**config.mk**
```make
export PLATFORM = sky130hd
export DESIGN_NAME = slap_video_mixer
export DESIGN_NICKNAME = d
export VERILOG_FILES = /design/src/rtl/slap_video_pkg.sv /design/src/rtl/slap_colour_prom.sv /design/src/rtl/slap_video_mixer.sv
export SDC_FILE = /design/constraint.sdc
export NUM_CORES = 2
export LEC_CHECK = 0
export ABC_AREA = 1
export BUFFER_PORTS_ARGS = -buffer_cell sky130_fd_sc_hd__buf_2
export CAP_MARGIN = 5
export CELL_PAD_IN_SITES_DETAIL_PLACEMENT = 0
export CELL_PAD_IN_SITES_GLOBAL_PLACEMENT = 2
export CORE_MARGIN = 8
export CORE_UTILIZATION = 40
export DETAILED_ROUTE_END_ITERATION = 12
export HOLD_SLACK_MARGIN = 0.12
export PLACE_DENSITY = 0.81
export SETUP_SLACK_MARGIN = 0.4
export SYNTH_ARGS = -nofsm -noshare
export SYNTH_HDL_FRONTEND = slang
export SYNTH_SLANG_ARGS = --single-unit
```
**constraint.sdc**
```tcl
create_clock -name master_clk -period 2.53 [get_ports master_clk]
set_clock_uncertainty 0.1 [all_clocks]
set_input_delay 0.3795 -clock master_clk [delete_from_list [all_inputs] [get_ports master_clk]]
set_output_delay 0.3795 -clock master_clk [all_outputs]
set_load 0.05 [all_outputs]
```
**src/rtl/slap_video_pkg.sv**
```systemverilog
// rtl/slap_video_pkg.sv - shared widths, layer codes and helpers for the video mixer
package slap_video_pkg;

    localparam int PIX_W     = 8;
    localparam int COL_W     = 4;
    localparam int PAL_DEPTH = 256;
    localparam int PAL_AW    = $clog2(PAL_DEPTH);

    typedef enum logic [1:0] {
        LYR_NONE = 2'd0,
        LYR_BG   = 2'd1,
        LYR_SPR  = 2'd2,
        LYR_FG   = 2'd3
    } layer_t;

    // A layer pixel is opaque when its colour nibble is non-zero.
    function automatic logic is_opaque(input logic [PIX_W-1:0] pix);
        return pix[COL_W-1:0] != '0;
    endfunction

endpackage

```
**src/rtl/slap_colour_prom.sv**
```systemverilog
// rtl/slap_colour_prom.sv - 256x4 colour PROM image, sync download write and sync read
module slap_colour_prom
    import slap_video_pkg::*;
(
    input  logic              clk,
    input  logic              wr_en,
    input  logic [PAL_AW-1:0] wr_addr,
    input  logic [COL_W-1:0]  wr_data,
    input  logic              rd_en,
    input  logic [PAL_AW-1:0] rd_addr,
    output logic [COL_W-1:0]  rd_data
);

    // Contents survive reset; only a download changes them.
    logic [COL_W-1:0] mem [PAL_DEPTH];

    // Read-before-write: a same-cycle read of the written entry returns the old value.
    always_ff @(posedge clk) begin
        if (wr_en) begin
            mem[wr_addr] <= wr_data;
        end
        if (rd_en) begin
            rd_data <= mem[rd_addr];
        end
    end

endmodule

```
**src/rtl/slap_video_mixer.sv**
```systemverilog
// rtl/slap_video_mixer.sv - FG/sprite/BG priority mix, colour PROM lookup, registered RGB
module slap_video_mixer
    import slap_video_pkg::*;
#(
    parameter logic [PIX_W-1:0] FG_BASE  = 8'h00,
    parameter logic [PIX_W-1:0] SPR_BASE = 8'h80,
    parameter logic [PIX_W-1:0] BG_BASE  = 8'h00
) (
    input  logic              master_clk,
    input  logic              nRESET,
    input  logic              pixel_ce,
    input  logic [PIX_W-1:0]  FG_PIX,
    input  logic [PIX_W-1:0]  SPR_PIX,
    input  logic [PIX_W-1:0]  BG_PIX,
    input  logic              HBLANK,
    input  logic              VBLANK,
    input  logic [2:0]        LAYER_EN,
    input  logic [24:0]       dn_addr,
    input  logic [7:0]        dn_data,
    input  logic              dn_wr,
    input  logic              prom_r_cs,
    input  logic              prom_g_cs,
    input  logic              prom_b_cs,
    output logic [COL_W-1:0]  RED,
    output logic [COL_W-1:0]  GREEN,
    output logic [COL_W-1:0]  BLUE,
    output logic              HBLANK_o,
    output logic              VBLANK_o
);

    layer_t           win_lyr;
    logic [PIX_W-1:0] win_idx;

    // Stage 1 registers
    logic [PIX_W-1:0] s1_idx;
    logic             s1_blank, s1_hb, s1_vb, s1_vld;
    // Stage 2 registers (aligned with the PROM read data)
    logic             s2_blank, s2_hb, s2_vb, s2_vld;

    logic [COL_W-1:0] prom_r, prom_g, prom_b;

    // Upper download address bits and data nibble carry no meaning here.
    logic unused_dn;
    assign unused_dn = ^{dn_addr[24:8], dn_data[7:4]};

    // Fixed priority: FG over sprite over BG; disabled layers count as transparent.
    always_comb begin
        win_lyr = LYR_NONE;
        if (LAYER_EN[2] && is_opaque(FG_PIX)) begin
            win_lyr = LYR_FG;
        end else if (LAYER_EN[1] && is_opaque(SPR_PIX)) begin
            win_lyr = LYR_SPR;
        end else if (LAYER_EN[0]) begin
            win_lyr = LYR_BG;
        end
    end

    // Palette bank select is a plain OR, so the index always stays within 8 bits.
    always_comb begin
        win_idx = '0;
        case (win_lyr)
            LYR_FG:  win_idx = FG_PIX  | FG_BASE;
            LYR_SPR: win_idx = SPR_PIX | SPR_BASE;
            LYR_BG:  win_idx = BG_PIX  | BG_BASE;
            default: win_idx = '0;
        endcase
    end

    // Stage 1: capture the winning index and blanking; valid marks real pixels after reset.
    always_ff @(posedge master_clk or negedge nRESET) begin
        if (!nRESET) begin
            s1_idx   <= '0;
            s1_blank <= 1'b0;
            s1_hb    <= 1'b0;
            s1_vb    <= 1'b0;
            s1_vld   <= 1'b0;
        end else if (pixel_ce) begin
            s1_idx   <= win_idx;
            s1_blank <= HBLANK | VBLANK;
            s1_hb    <= HBLANK;
            s1_vb    <= VBLANK;
            s1_vld   <= 1'b1;
        end
    end

    // Stage 2: carry side-band alongside the PROM read launched on the same strobe.
    always_ff @(posedge master_clk or negedge nRESET) begin
        if (!nRESET) begin
            s2_blank <= 1'b0;
            s2_hb    <= 1'b0;
            s2_vb    <= 1'b0;
            s2_vld   <= 1'b0;
        end else if (pixel_ce) begin
            s2_blank <= s1_blank;
            s2_hb    <= s1_hb;
            s2_vb    <= s1_vb;
            s2_vld   <= s1_vld;
        end
    end

    // Stage 3: drive RGB; blanked or pre-reset-flush pixels are forced black.
    always_ff @(posedge master_clk or negedge nRESET) begin
        if (!nRESET) begin
            RED      <= '0;
            GREEN    <= '0;
            BLUE     <= '0;
            HBLANK_o <= 1'b0;
            VBLANK_o <= 1'b0;
        end else if (pixel_ce) begin
            if (s2_blank || !s2_vld) begin
                RED   <= '0;
                GREEN <= '0;
                BLUE  <= '0;
            end else begin
                RED   <= prom_r;
                GREEN <= prom_g;
                BLUE  <= prom_b;
            end
            HBLANK_o <= s2_hb;
            VBLANK_o <= s2_vb;
        end
    end

    slap_colour_prom u_prom_r (
        .clk     (master_clk),
        .wr_en   (dn_wr & prom_r_cs),
        .wr_addr (dn_addr[PAL_AW-1:0]),
        .wr_data (dn_data[COL_W-1:0]),
        .rd_en   (pixel_ce),
        .rd_addr (s1_idx),
        .rd_data (prom_r)
    );

    slap_colour_prom u_prom_g (
        .clk     (master_clk),
        .wr_en   (dn_wr & prom_g_cs),
        .wr_addr (dn_addr[PAL_AW-1:0]),
        .wr_data (dn_data[COL_W-1:0]),
        .rd_en   (pixel_ce),
        .rd_addr (s1_idx),
        .rd_data (prom_g)
    );

    slap_colour_prom u_prom_b (
        .clk     (master_clk),
        .wr_en   (dn_wr & prom_b_cs),
        .wr_addr (dn_addr[PAL_AW-1:0]),
        .wr_data (dn_data[COL_W-1:0]),
        .rd_en   (pixel_ce),
        .rd_addr (s1_idx),
        .rd_data (prom_b)
    );

endmodule
```
==> results.json <==
{
  "outcome": "complete, but fails checks",
  "failed_checks": "setup timing",
  "synth_seq_cells": 3114,
  "vias": 91100,
  "netlist_top_cells_count": "nand2_1 (3493), edfxtp_1 (3084), nand3_1 (3044)",
  "core_area_um2": 321000,
  "synth.most_common_cell": "nand2_1",
  "rsz0062_at_grt": "true",
  "fin_crit_sh_pct": 113,
  "dr.max_layer_used": "met5",
  "place.gp.congestion": 0.873,
  "layout.nets": 12200,
  "antenna_left": 0,
  "dieArea_um2": 342000,
  "p_leak_nw": 57.0,
  "initial_core_util_pct": 40.2,
  "grt_pass1_wl_um": 596000,
  "setup_ws_ns": -0.325,
  "yosysTopAreaCellShare_pct": 71.7,
  "fp.dieW_um": 584,
  "min_to": "u_prom_r.mem[212][1]",
  "wl_per_cell_um": 24.4,
  "area_growth_pct": 22.0,
  "yosys_warnings": 0,
  "io_pins": 83,
  "power_density_nw_per_um2": 776,
  "slew_headroom_pct": 55.3,
  "wl_met3_um": 33600,
  "crit_type": "reg2reg",
  "cts_buffers": 330,
  "synth_nets": 11400,
  "io_buffers": 60,
  "crit_fanout": 13,
  "synth_edf_count": 3084,
  "synth-seq-area-share_pct": 72.2,
  "clk_latency_ns": 0.92,
  "firstDrtPassIters": 6,
  "r2r_cells": 15,
  "drc": 0,
  "pre_cts_ws_ns": -0.997,
  "place_area_um2": 142000,
  "worstHoldStart": "dn_wr",
  "num_rows": 208,
  "async_reset_ff_share_pct": 0.963,
  "ys.flop_type": "edfxtp_1",
  "endpoint_kind": "register",
  "syn-instance-count": 11300,
  "hold_viol": 0,
  "cts_tree": "yes",
  "hold_depth": 5,
  "finalSetupViolCount": 12,
  "die_y_um": 584,
  "grt_pass1_vias": 88800,
  "clk_pin_slew_ns": 0.06,
  "crit_required_ns": 3.09,
  "fin_cells": 16700,
  "fmax_mhz": 350,
  "routed_wl_um": 409000,
  "peakVddDrop_uv": 530,
  "rrSetupSlack_ns": -0.33,
  "maxCapViolCount": 0,
  "wl_met1_um": 171000,
  "hp-class": "in2reg",
  "antenna_found_initial": 14,
  "drt-vias-per-instance": 5.44,
  "cts-htree-levels": 5,
  "synth_area_per_cell_um2": 11.4,
  "synth.largest_area_cell": "edfxtp_1",
  "regToRegEndpoint": "u_prom_g.rd_data[2]",
  "clockRootBuffer": "clkbuf_16",
  "overflow": 0,
  "grt_max_degree": 117,
  "drv_slew": 0,
  "crit_arrival_ns": 3.41,
  "synth_area_leaders": "edfxtp_1 (72%), nand3_1 (12%), nand2_1 (10%)",
  "tightestPinTransition_ns": 0.668,
  "period_minus_slack_ns": 2.86,
  "grtUsageTotal_pct": 23.2,
  "hpwl_um": 262000,
  "timing.rr.start": "s1_idx[0]",
  "finish.utilization_pct": 49.1,
  "drive_gt1_share_pct": 16.6,
  "clock_sinks": 3114,
  "synthesis.area_um2": 129000,
  "final_cell_area_um2": 158000,
  "clk_path_buf_depth": 4,
  "startpoint_type": "register",
  "drt_iter0_drc": 9867,
  "synth_cell_types": 20,
  "met2WireLength_um": 190000,
  "place.detailed.instances": 16000,
  "fillCellCount": 28200
}
## logic make-up (layout without fill, tap and decap cells)
| family | count (synthesis) | in the layout | synth area share, % |
|---|---|---|---|
| and+or+nand+nor | 7349 | 7349 | 24.3 |
| DFF | 3114 | 3114 | 72.2 |
| buffers and inverters | 823 | 1968 | 3.44 |
| AOI/OAI and AO/OA | 4 | 4 | 0.0213 |
| other | 0 | 7 | 0 |
## sequential cells by signal (all words and copies together), names as in the netlist, 4 cells and up
signal	count
u_prom_b.mem	1024
u_prom_g.mem	1024
u_prom_r.mem	1024
s1_idx	8
BLUE	4
GREEN	4
RED	4
u_prom_b.rd_data	4
u_prom_g.rd_data	4
u_prom_r.rd_data	4
## layout by cell type, fill, tap and decap left out, types with 18 or more instances in the layout
cell              n
buf_2            52
bufbuf_16        24
bufinv_16        27
clkinv_2         53
dlygate4sd3_1    47
edfxtp_1       3084
clkbuf_1         57
buf_12          242
nand3_1        2811
clkinv_1         72
buf_4           865
buf_6            58
inv_6            18
clkbuf_16       338
nor2_1          783
nand3_4          46
nand3_2         187
buf_16           48
nand2_1        3470
dfrtp_1          24
## power by group
part | switching (mW) | internal (mW) | leakage [nW]
Sequential | 0.227 | 56.9 | 28.1
Clock | 20.3 | 27.3 | 5.12
Combinational | 11.6 | 6.14 | 23.8
Total | 32.1 | 90.3 | 57.0
## critical path, stage by stage (launching register included)
cell,delay [ns]
dfrtp_4,0.56
buf_12,0.19
buf_12,0.18
buf_4,0.20
buf_4,0.19
nand2_1,0.07
nand3_1,0.08
nand3_1,0.10
nand3_1,0.12
nand3_4,0.12
nand3_2,0.11
nand3_1,0.13
buf_6,0.15
nand2_4,0.08
nand2_1,0.09
nand2_1,0.07
## per-layer routing
metal  global-route usage (%)  vias up
met4                     7.96        6
met5                        0        -
met2                     37.4     3713
met3                     3.96      663
li1                         -    41600
met1                     32.0    45100
## cell type report
| class | count | area (um^2) | share of cell area, % |
|---|---|---|---|
| Clock buffer | 396 | 8690 | 5.51 |
| Antenna cell | 7 | 17.5 | 0.0111 |
| Inverter | 22 | 134 | 0.0849 |
| Timing Repair Buffer | 1349 | 15000 | 9.52 |
| Timing Repair inverter | 3 | 40.0 | 0.0254 |
| Sequential cell | 3114 | 93400 | 59.2 |
| Clock inverter | 198 | 1850 | 1.17 |
| Tap cell | 4305 | 5390 | 3.42 |
| Multi-Input combinational cell | 7353 | 33200 | 21.1 |
## what timing repair did
| action | 4_1_cts | 5_1_grt |
|---|---|---|
| hold endpoints to repair | 1182 | 0 |
| pin swaps | 71 | 12 |
| resized for setup | 419 | 63 |
| endpoints found under the setup margin | 16 | 32 |
| cloned | 46 | 0 |
| setup buffers | 54 | 2 |
| hold buffers | 50 | 0 |
## per-stage QoR
step / total power [mW] / TNS, ns / hold slack (ns)
after floorplan: 66.0 / 0 / -0.0161
after global placement: 73.6 / -11.86 / 0.350
after detailed placement: 73.6 / -12.13 / 0.349
after CTS: 123 / -3.43 / 0.122
after global routing: 126 / -4.04 / 0.191
final: 122 / -3.50 / 0.182
## worst max-delay path by stage
stage	startpoint	endpoint	slack, ns	cells after the start
2_1_floorplan	dn_addr[1]	u_prom_b.mem[26][0]	0.58	6
3_3_place_gp	s1_idx[0]	u_prom_b.rd_data[1]	-1.00	15
3_5_place_dp	s1_idx[0]	u_prom_b.rd_data[1]	-1.0	15
4_1_cts	s1_idx[0]	u_prom_b.rd_data[3]	-0.27	14
5_1_grt	s1_idx[0]	u_prom_g.rd_data[1]	-0.37	17
6_report	s1_idx[0]	u_prom_g.rd_data[2]	-0.33	15
Power figures use the tool's default switching activity.
